<file path="config.mk">
export PLATFORM = sky130hd
export DESIGN_NAME = wb_stage_pipe
export DESIGN_NICKNAME = d
export VERILOG_FILES = /design/src/rtl/cpu_pkg.sv /design/src/rtl/load_align.sv /design/src/rtl/wb_stage_pipe.sv
export SDC_FILE = /design/constraint.sdc
export NUM_CORES = 1
export LEC_CHECK = 0
export ABC_AREA = 1
export BUFFER_PORTS_ARGS = -buffer_cell sky130_fd_sc_hd__buf_2
export CAP_MARGIN = 20
export CORE_MARGIN = 4
export CORE_UTILIZATION = 48
export DETAILED_ROUTE_END_ITERATION = 16
export GPL_TIMING_DRIVEN = 0
export PLACE_DENSITY = 0.86
export SYNTH_ARGS = -nofsm -noshare
export SYNTH_HDL_FRONTEND = slang
export SYNTH_SLANG_ARGS = --single-unit
</file>
<file path="constraint.sdc">
create_clock -name clk -period 1.5 [get_ports clk]
set_input_delay 0.225 -clock clk [delete_from_list [all_inputs] [get_ports clk]]
set_output_delay 0.225 -clock clk [all_outputs]
set_load 0.01 [all_outputs]
</file>
<file path="src/rtl/cpu_pkg.sv">
// ----------------------------------------------------------------------------
// cpu_pkg
// Shared definitions for the CPU pipeline:
//   - wb_sel_e    : register-file write-data source select
//   - load_type_e : sub-word load type encodings
//   - XLEN_DEFAULT: default datapath width
// ----------------------------------------------------------------------------
package cpu_pkg;

    localparam int XLEN_DEFAULT = 32;

    typedef enum logic [1:0] {
        WB_ALU = 2'd0,
        WB_MEM = 2'd1,
        WB_PC4 = 2'd2,
        WB_IMM = 2'd3
    } wb_sel_e;

    // Codes 3, 6 and 7 are not listed and are treated as a full word load.
    typedef enum logic [2:0] {
        LD_B  = 3'd0,
        LD_H  = 3'd1,
        LD_W  = 3'd2,
        LD_BU = 3'd4,
        LD_HU = 3'd5
    } load_type_e;

endpackage : cpu_pkg

</file>
<file path="src/rtl/load_align.sv">
// ----------------------------------------------------------------------------
// load_align
// Purely combinational lane select and extension of load data.
// Ports:
//   rdata     in  XLEN  raw load data from memory
//   load_type in  3     LB/LH/LW/LBU/LHU (unknown codes behave as LW)
//   addr_lo   in  2     load address bits [1:0]
//   ext_data  out XLEN  aligned and sign/zero-extended result
// ----------------------------------------------------------------------------
module load_align
    import cpu_pkg::*;
#(
    parameter int XLEN = XLEN_DEFAULT
) (
    input  logic [XLEN-1:0] rdata,
    input  logic [2:0]      load_type,
    input  logic [1:0]      addr_lo,
    output logic [XLEN-1:0] ext_data
);

    logic [31:0] word_lane;
    logic [15:0] half_lane;
    logic [7:0]  byte_lane;

    always_comb begin
        word_lane = rdata[31:0];

        case (addr_lo)
            2'd0:    byte_lane = word_lane[7:0];
            2'd1:    byte_lane = word_lane[15:8];
            2'd2:    byte_lane = word_lane[23:16];
            default: byte_lane = word_lane[31:24];
        endcase

        // Half-word lane uses addr_lo[1] only; misaligned bit 0 is ignored.
        half_lane = addr_lo[1] ? word_lane[31:16] : word_lane[15:0];

        // Size casts of signed values sign-extend, which also makes LW
        // sign-extend bit 31 when XLEN is 64 and reduce to a copy at 32.
        case (load_type)
            LD_B:    ext_data = XLEN'($signed(byte_lane));
            LD_H:    ext_data = XLEN'($signed(half_lane));
            LD_BU:   ext_data = XLEN'(byte_lane);
            LD_HU:   ext_data = XLEN'(half_lane);
            default: ext_data = XLEN'($signed(word_lane));
        endcase
    end

endmodule : load_align

</file>
<file path="src/rtl/wb_stage_pipe.sv">
// ----------------------------------------------------------------------------
// wb_stage_pipe
// Registered write-back stage: captures MEM/WB, selects register-file write
// data (ALU / load / PC+4 / immediate), drives a forwarding port and keeps a
// retired-instruction counter.
// Ports:
//   clk, rst_n                   clock, async active-low reset
//   mem_*                        MEM/WB pipeline register inputs
//   stall, flush                 hold WB register / insert bubble
//   rf_we, rf_waddr, rf_wdata    register-file write port
//   fwd_valid, fwd_rd, fwd_data  forwarding port to the hazard unit
//   instret                      retired-instruction count
// Optional: define WB_DEBUG_EN to add dbg_wb_sel, dbg_alu_out, dbg_rdata and
// dbg_valid, each mirroring the WB register.
// ----------------------------------------------------------------------------
module wb_stage_pipe
    import cpu_pkg::*;
#(
    parameter int XLEN  = XLEN_DEFAULT,
    parameter int RA_W  = 5,
    parameter int CNT_W = 64
) (
    input  logic             clk,
    input  logic             rst_n,
    input  logic             mem_valid,
    input  logic             mem_reg_write,
    input  logic [RA_W-1:0]  mem_rd,
    input  logic [1:0]       mem_wb_sel,
    input  logic [2:0]       mem_load_type,
    input  logic [1:0]       mem_addr_lo,
    input  logic [XLEN-1:0]  mem_alu_out,
    input  logic [XLEN-1:0]  mem_rdata,
    input  logic [XLEN-1:0]  mem_pc_plus4,
    input  logic [XLEN-1:0]  mem_imm,
    input  logic             stall,
    input  logic             flush,
    output logic             rf_we,
    output logic [RA_W-1:0]  rf_waddr,
    output logic [XLEN-1:0]  rf_wdata,
    output logic             fwd_valid,
    output logic [RA_W-1:0]  fwd_rd,
    output logic [XLEN-1:0]  fwd_data,
    output logic [CNT_W-1:0] instret
`ifdef WB_DEBUG_EN
    ,
    output logic [1:0]       dbg_wb_sel,
    output logic [XLEN-1:0]  dbg_alu_out,
    output logic [XLEN-1:0]  dbg_rdata,
    output logic             dbg_valid
`endif
);

    logic             valid_q,     valid_d;
    logic             reg_write_q, reg_write_d;
    logic [RA_W-1:0]  rd_q,        rd_d;
    logic [1:0]       wb_sel_q,    wb_sel_d;
    logic [2:0]       load_type_q, load_type_d;
    logic [1:0]       addr_lo_q,   addr_lo_d;
    logic [XLEN-1:0]  alu_out_q,   alu_out_d;
    logic [XLEN-1:0]  rdata_q,     rdata_d;
    logic [XLEN-1:0]  pc_plus4_q,  pc_plus4_d;
    logic [XLEN-1:0]  imm_q,       imm_d;
    logic             fresh_q,     fresh_d;
    logic [CNT_W-1:0] instret_q,   instret_d;

    logic [XLEN-1:0]  load_data;
    logic [XLEN-1:0]  wdata;
    logic             rd_nz;

    // Capture control: flush beats stall beats load. "fresh" marks the first
    // cycle an instruction sits in WB, so a stalled instruction writes the
    // register file once while still being visible on the forwarding port.
    always_comb begin
        valid_d     = valid_q;
        reg_write_d = reg_write_q;
        rd_d        = rd_q;
        wb_sel_d    = wb_sel_q;
        load_type_d = load_type_q;
        addr_lo_d   = addr_lo_q;
        alu_out_d   = alu_out_q;
        rdata_d     = rdata_q;
        pc_plus4_d  = pc_plus4_q;
        imm_d       = imm_q;
        fresh_d     = 1'b0;

        if (flush) begin
            valid_d = 1'b0;
        end else if (!stall) begin
            valid_d     = mem_valid;
            reg_write_d = mem_reg_write;
            rd_d        = mem_rd;
            wb_sel_d    = mem_wb_sel;
            load_type_d = mem_load_type;
            addr_lo_d   = mem_addr_lo;
            alu_out_d   = mem_alu_out;
            rdata_d     = mem_rdata;
            pc_plus4_d  = mem_pc_plus4;
            imm_d       = mem_imm;
            fresh_d     = mem_valid;
        end

        // The count already includes the instruction retiring this cycle.
        instret_d = instret_q + CNT_W'(fresh_d);
    end

    always_ff @(posedge clk or negedge rst_n) begin
        if (!rst_n) begin
            valid_q     <= 1'b0;
            reg_write_q <= 1'b0;
            rd_q        <= '0;
            wb_sel_q    <= '0;
            load_type_q <= '0;
            addr_lo_q   <= '0;
            alu_out_q   <= '0;
            rdata_q     <= '0;
            pc_plus4_q  <= '0;
            imm_q       <= '0;
            fresh_q     <= 1'b0;
            instret_q   <= '0;
        end else begin
            valid_q     <= valid_d;
            reg_write_q <= reg_write_d;
            rd_q        <= rd_d;
            wb_sel_q    <= wb_sel_d;
            load_type_q <= load_type_d;
            addr_lo_q   <= addr_lo_d;
            alu_out_q   <= alu_out_d;
            rdata_q     <= rdata_d;
            pc_plus4_q  <= pc_plus4_d;
            imm_q       <= imm_d;
            fresh_q     <= fresh_d;
            instret_q   <= instret_d;
        end
    end

    load_align #(
        .XLEN (XLEN)
    ) u_load_align (
        .rdata     (rdata_q),
        .load_type (load_type_q),
        .addr_lo   (addr_lo_q),
        .ext_data  (load_data)
    );

    always_comb begin
        case (wb_sel_q)
            WB_ALU:  wdata = alu_out_q;
            WB_MEM:  wdata = load_data;
            WB_PC4:  wdata = pc_plus4_q;
            default: wdata = imm_q;
        endcase
    end

    assign rd_nz     = (rd_q != '0);
    assign rf_we     = fresh_q & reg_write_q & rd_nz;
    assign rf_waddr  = rd_q;
    assign rf_wdata  = wdata;
    assign fwd_valid = valid_q & reg_write_q & rd_nz;
    assign fwd_rd    = rd_q;
    assign fwd_data  = wdata;
    assign instret   = instret_q;

`ifdef WB_DEBUG_EN
    assign dbg_wb_sel  = wb_sel_q;
    assign dbg_alu_out = alu_out_q;
    assign dbg_rdata   = rdata_q;
    assign dbg_valid   = valid_q;
`endif

endmodule : wb_stage_pipe

</file>
# Word level (Yosys, flattened, before mapping)
# Cells that the tools add are included.
[totals]
reg_bits = 207
inputBits = 146
out_inout_bits = 140
wordCells = 40
[op_classes]
add_sub_neg = 1
eq_ne = 8
mux = 8
bitwise = 6
n_reduce_logical = 5
[op_table]
columns = ["cell", "count"]
rows = [
  ["one-hot mux 32 bit (4 select lines)", 1],
  ["one-hot mux 32 bit (3 select lines)", 1],
  ["adder 64 x 1 -> 64 bit", 1],
  ["one-hot mux 8 bit (3 select lines)", 1],
  ["two-way mux 16 bit", 1],
  ["equality test 3 bit (second input constant)", 2],
  ["nonzero test 5 bit", 1],
  ["bitwise AND 1 bit", 4],
  ["equality test 2 x 1 -> 1 bit (second input constant)", 2],
  ["equality test 2 bit (second input constant)", 2],
  ["logical NOT 2 bit", 2],
  ["two-way mux 1 bit", 4],
  ["equality test 3 x 1 -> 1 bit (second input constant)", 1],
  ["logical NOT 3 bit", 1],
  ["!= test 2 x 1 -> 1 bit (second input constant)", 1],
  ["NOT 1 bit", 2],
  ["AND reduction 2 bit", 1],
]

# Depth between registers and ports, before layout
[logic_depth]
ltp_word = 4
ltp_mapped = 14
ltp_nobuf = 13

# Cells and area by module
# Synthesis repeated with hierarchy kept, for this count alone.
[hier_totals]
hier_cells = 1467
hier_area_um2 = 10955.5
[modules_own_cells]
columns = ["module", "n_inst", "cells_per_inst", "area_each_um2", "seq_area_each_um2"]
rows = [
  ["wb_stage_pipe", 1, 1304, 10097.2, 5180.0],
  ["load_align", 1, 163, 858.3, 0.0],
]

# Worst setup path after synthesis
# Ideal clock, no wire load.
[synth_timing]
path_kind = "input to register"
start = "input port stall"
end = "register instret_q[60], in the netlist instret[60]"
setup_ps = 117
arrival_ps = 1997
required_ps = 1383
slack_ps = -613
cell_stages = 14
path_buffers = 1
path_cell_list = "nor2_1 -> inv_1 -> clkbuf_1 -> nor2_1 -> ha_1 -> ha_1 -> inv_2 -> nor2_4 -> inv_2 -> nor2_2 -> and2_2 -> nand3_1 -> nand2_1 -> nand2_1"
[synth_via]
elab_chain_cells = 3
[synth_rtl]
columns = ["item", "line_no", "text"]
rows = [
  ["from (decl)", "wb_stage_pipe.sv:35", "input logic stall,"],
  ["two-way mux 1 bit", "wb_stage_pipe.sv:88", "end else if (!stall) begin"],
  ["two-way mux 1 bit", "wb_stage_pipe.sv:86", "if (flush) begin"],
  ["net fresh_d", "wb_stage_pipe.sv:63", "logic fresh_q, fresh_d;"],
  ["adder 64 x 1 -> 64 bit", "wb_stage_pipe.sv:103", "instret_d = instret_q + CNT_W'(fresh_d);"],
  ["net instret_d[60]", "wb_stage_pipe.sv:64", "logic [CNT_W-1:0] instret_q, instret_d;"],
  ["to (signal assigned)", "wb_stage_pipe.sv:132", "instret_q <= instret_d;"],
  ["to (decl)", "wb_stage_pipe.sv:64", ""],
]
# The timed path passes the listed nets, and every way through them passes these cells.
# A chain may end at the register's enable or synchronous reset.

# Worst setup path in the final report
[layout_timing]
start = "register addr_lo_q[1]"
end = "output port fwd_data[11]"
[layout_via]
elab_chain_cells = 4
word_cells_on_any_way = 7
cone_classes = "2 x eq/ne; 4 x mux; 1 x reduce/logical"
[layout_rtl]
columns = ["item", "line_no", "text"]
rows = [
  ["from (decl)", "wb_stage_pipe.sv:58", "logic [1:0] addr_lo_q, addr_lo_d;"],
  ["from (signal assigned)", "wb_stage_pipe.sv:126", "addr_lo_q <= addr_lo_d;"],
  ["equality test 2 bit (tied with other cells)", "load_align.sv:28", "case (addr_lo)"],
  ["one-hot mux 8 bit (3 select lines)", "load_align.sv:28", ""],
  ["one-hot mux 32 bit (4 select lines) (*)", "load_align.sv:40", "case (load_type)"],
  ["one-hot mux 32 bit (3 select lines) (*)", "wb_stage_pipe.sv:146", "case (wb_sel_q)"],
  ["to (decl)", "wb_stage_pipe.sv:42", "output logic [XLEN-1:0] fwd_data,"],
]
# Every way passes the cells marked *; elsewhere a longest branch is shown, timed or not.

==> results.json <==
{
  "track_usage_pct": 35.8,
  "grt_max_degree": 83,
  "dp.final_hpwl_um": 29900,
  "maxSlewViolCount": 0,
  "final_common_cell": "nand2_1",
  "placed_area_um2": 12900,
  "period_minus_slack_ps": 2530,
  "numCtsBuffers": 24,
  "status": "complete, but fails checks",
  "synth-simple-area-share_pct": 34.0,
  "portBuffers": 285,
  "synthCells": 1415,
  "met2_length_um": 23200,
  "initial_core_util_pct": 48.9,
  "avgSynthCellArea_um2": 7.56,
  "violations": "negative setup slack",
  "cts_tree": "built",
  "clk_pin_slew_ps": 60,
  "crit_arrival_ps": 2310,
  "drt_iter0_markers": 1390,
  "maxUsedRoutingLayer": "met4",
  "p_per_area_nw_per_um2": 1050,
  "cp.required_ps": 1270,
  "boundaryPins": 286,
  "syn_nets": 1563,
  "crit_top_cell": "buf_6",
  "antenna_found_initial": 3,
  "drc": 0,
  "ir_worst_vdd_v": 0.000692,
  "fin_cells": 2260,
  "drt_first_pass_iters": 6,
  "grt_pass1_vias": 12692,
  "gp_congestion": 0.993,
  "max_stage_delay_ps": 410,
  "muxShareOfSynthArea_pct": 0,
  "syn_to_final_growth_pct": 60.0,
  "fin_worst_skew_ps": 10.6,
  "cp_num_buf_inv": 5,
  "multi_input_area_um2": 5860,
  "dp.cells": 1982,
  "setup_ws_ps": -1030,
  "final_core_util_pct": 78.2,
  "vias": 12955,
  "viasPerCell": 5.73,
  "p_leak_nw": 8.52,
  "htree_levels": 1,
  "met1_length_um": 16300,
  "met3_length_um": 5500,
  "hp-class": "input pin to register",
  "synth_top_family_by_area": "simple AND/OR/NAND/NOR gates",
  "worst_pin_slew_ps": 659,
  "fin_crit_sh_pct": 169,
  "finalSetupViolCount": 103,
  "core_area_um2": 21900,
  "die_area_um2": 24700,
  "synthAdderAreaFrac_pct": 0.234,
  "finish.net_count": 2104,
  "routedWlPerCell_um": 21.6,
  "cts_sinks": 207,
  "path_cells": "buf_6 > nand3_2 > nand2_2 > inv_2 > nand3_4 > buf_12 > o21ai_1 > nand2_1 > a21oi_2 > buf_4 > buf_6",
  "final_cell_mix": "nand2_1 (547), buf_2 (262), dfrtp_1 (178)",
  "synth.distinct_cells": 32,
  "setup_tns_ps": -60740,
  "total_power_mw": 18.0,
  "cp_slowest_cell": "dfrtp_1",
  "synth_area_um2": 10700,
  "fillers": 1289,
  "synth-warning-count": 0,
  "clk_path_buf_depth": 3,
  "criticalPathCategory": "register to primary output",
  "fin_area_um2": 17100,
  "slew_headroom_pct": 56.0,
  "seq_area_um2": 5220,
  "rsz0062_at_grt": "true",
  "fp-row-count": 54,
  "crit_path_end_kind": "primary output",
  "crit_fanout": 6,
  "drt.antenna.violating_nets": 0,
  "clk-insertion-delay-late_ps": 510,
  "grt-ovfl-total": 0,
  "synth_compound_area_share_pct": 6.35,
  "synth_seq_cells": 207,
  "die_x_um": 157,
  "grt_pass1_wl_um": 69100,
  "synthXorXnorAreaFrac_pct": 3.27,
  "cts_root_buf": "clkbuf_16",
  "hold_violations": 0,
  "cp-start-kind": "register",
  "wl_um": 48900,
  "critPathTopFamily": "buffers and inverters",
  "die_y_um": 157,
  "ys_seq_area_share_pct": 48.4,
  "cap_violations": 0,
  "fmax_ghz": 0.395,
  "drive_gt1_share_pct": 38.1
}
worst reg2reg max path, cell delays in order, from the launching register on:
cell and delay (ps):
dfrtp_1 470, nand2_2 150, nor2_1 220, nand2_1 210, nor2_2 220, and2_4 190, nand3_2 50, nand2_1 60
nand2_1 40
cell families after synthesis:
family	after synthesis
and+or+nand+nor	862
DFF	207
buffers and inverters	180
AOI/OAI and AO/OA	124
xor gates and xnor gates	40
adders and majority gates	2
routing by layer:
layer  up-vias  track usage, %
li1       5534               -
met1      6094            42.4
met2      1015            60.7
met3       312            7.34
met4         0            20.8
met5         -               0
state kept, by name, summed over array words and instances, names as in the netlist:
signal,flops
reg_write_q,1
load_type_q,3
addr_lo_q,2
alu_out_q,32
instret,64
wb_sel_q,2
rdata_q,32
pc_plus4_q,32
imm_q,32
valid_q,1
fresh_q,1
fwd_rd,5
path summary, 6_finish.rpt:
path                           startpoint              to  slack, ps  cells after the start
min reg2reg                pc_plus4_q[20]  pc_plus4_q[20]        470                      2
min                         mem_rdata[20]     rdata_q[20]          9                      3
min in group asynchronous           rst_n    addr_lo_q[0]        230                      2
max                          addr_lo_q[1]    fwd_data[11]      -1030                     11
max reg2reg                   instret[12]     instret[60]       -220                      8
max in group asynchronous           rst_n     instret[28]        450                      3
power breakdown:
group,internal [mW],switching [mW],leakage [nW],total (mW)
registers,6.14,0.449,2.57,6.59
clock network,3.56,2.44,0.401,6.00
logic,2.47,2.91,5.54,5.38
stage by stage:
stage	setup slack, ps	hold slack, ps
floorplan	-228	-70.6
detailed placement	-624	176
global placement	-3250	428
finish	-1030	9.33
global route	-1070	8.69
CTS	-958	0.439
what timing repair did:
item	CTS	global route
endpoints found under the setup margin	107	134
pin swaps	56	94
hold endpoints to repair	186	0
setup buffers	46	46
gates cloned	3	0
gates resized for setup	127	227
hold buffers	136	0
cell type report:
class,instances,area share (%)
flip-flops and latches,207,30.5
clock inverters,8,0.395
multi-input cells,1028,34.2
inverters,89,2.02
well taps,280,2.05
clock buffers,36,4.30
plain buffers,91,4.03
repair buffers,515,22.4
diodes,6,0.0877
Yosys cell counts:
cell type / n / area share [%]
a21oi_1: 45 / 2.1
a221oi_1: 9 / 0.74
and2_2: 2 / 0.14
and2_4: 3 / 0.25
buf_1: 2 / 0.070
buf_2: 8 / 0.37
buf_4: 38 / 2.7
clkbuf_1: 43 / 1.5
dfrtp_1: 207 / 48
ha_1: 2 / 0.23
inv_1: 86 / 3.0
inv_2: 3 / 0.11
nand2_1: 609 / 21
nand2_2: 10 / 0.58
nand2_4: 2 / 0.21
nand3_1: 43 / 2.0
nand3_2: 2 / 0.19
nand3b_1: 1 / 0.070
nand4_1: 42 / 2.5
nor2_1: 101 / 3.5
nor2_2: 8 / 0.47
nor2_4: 8 / 0.84
nor3_1: 24 / 1.1
nor3_2: 4 / 0.37
nor3_4: 2 / 0.30
nor3b_1: 1 / 0.070
o211ai_1: 9 / 0.63
o21ai_0: 58 / 2.7
o21ai_1: 1 / 0.047
o22ai_1: 2 / 0.12
xnor2_1: 10 / 0.82
xor2_1: 30 / 2.5
Power figures use the tool's default switching activity.
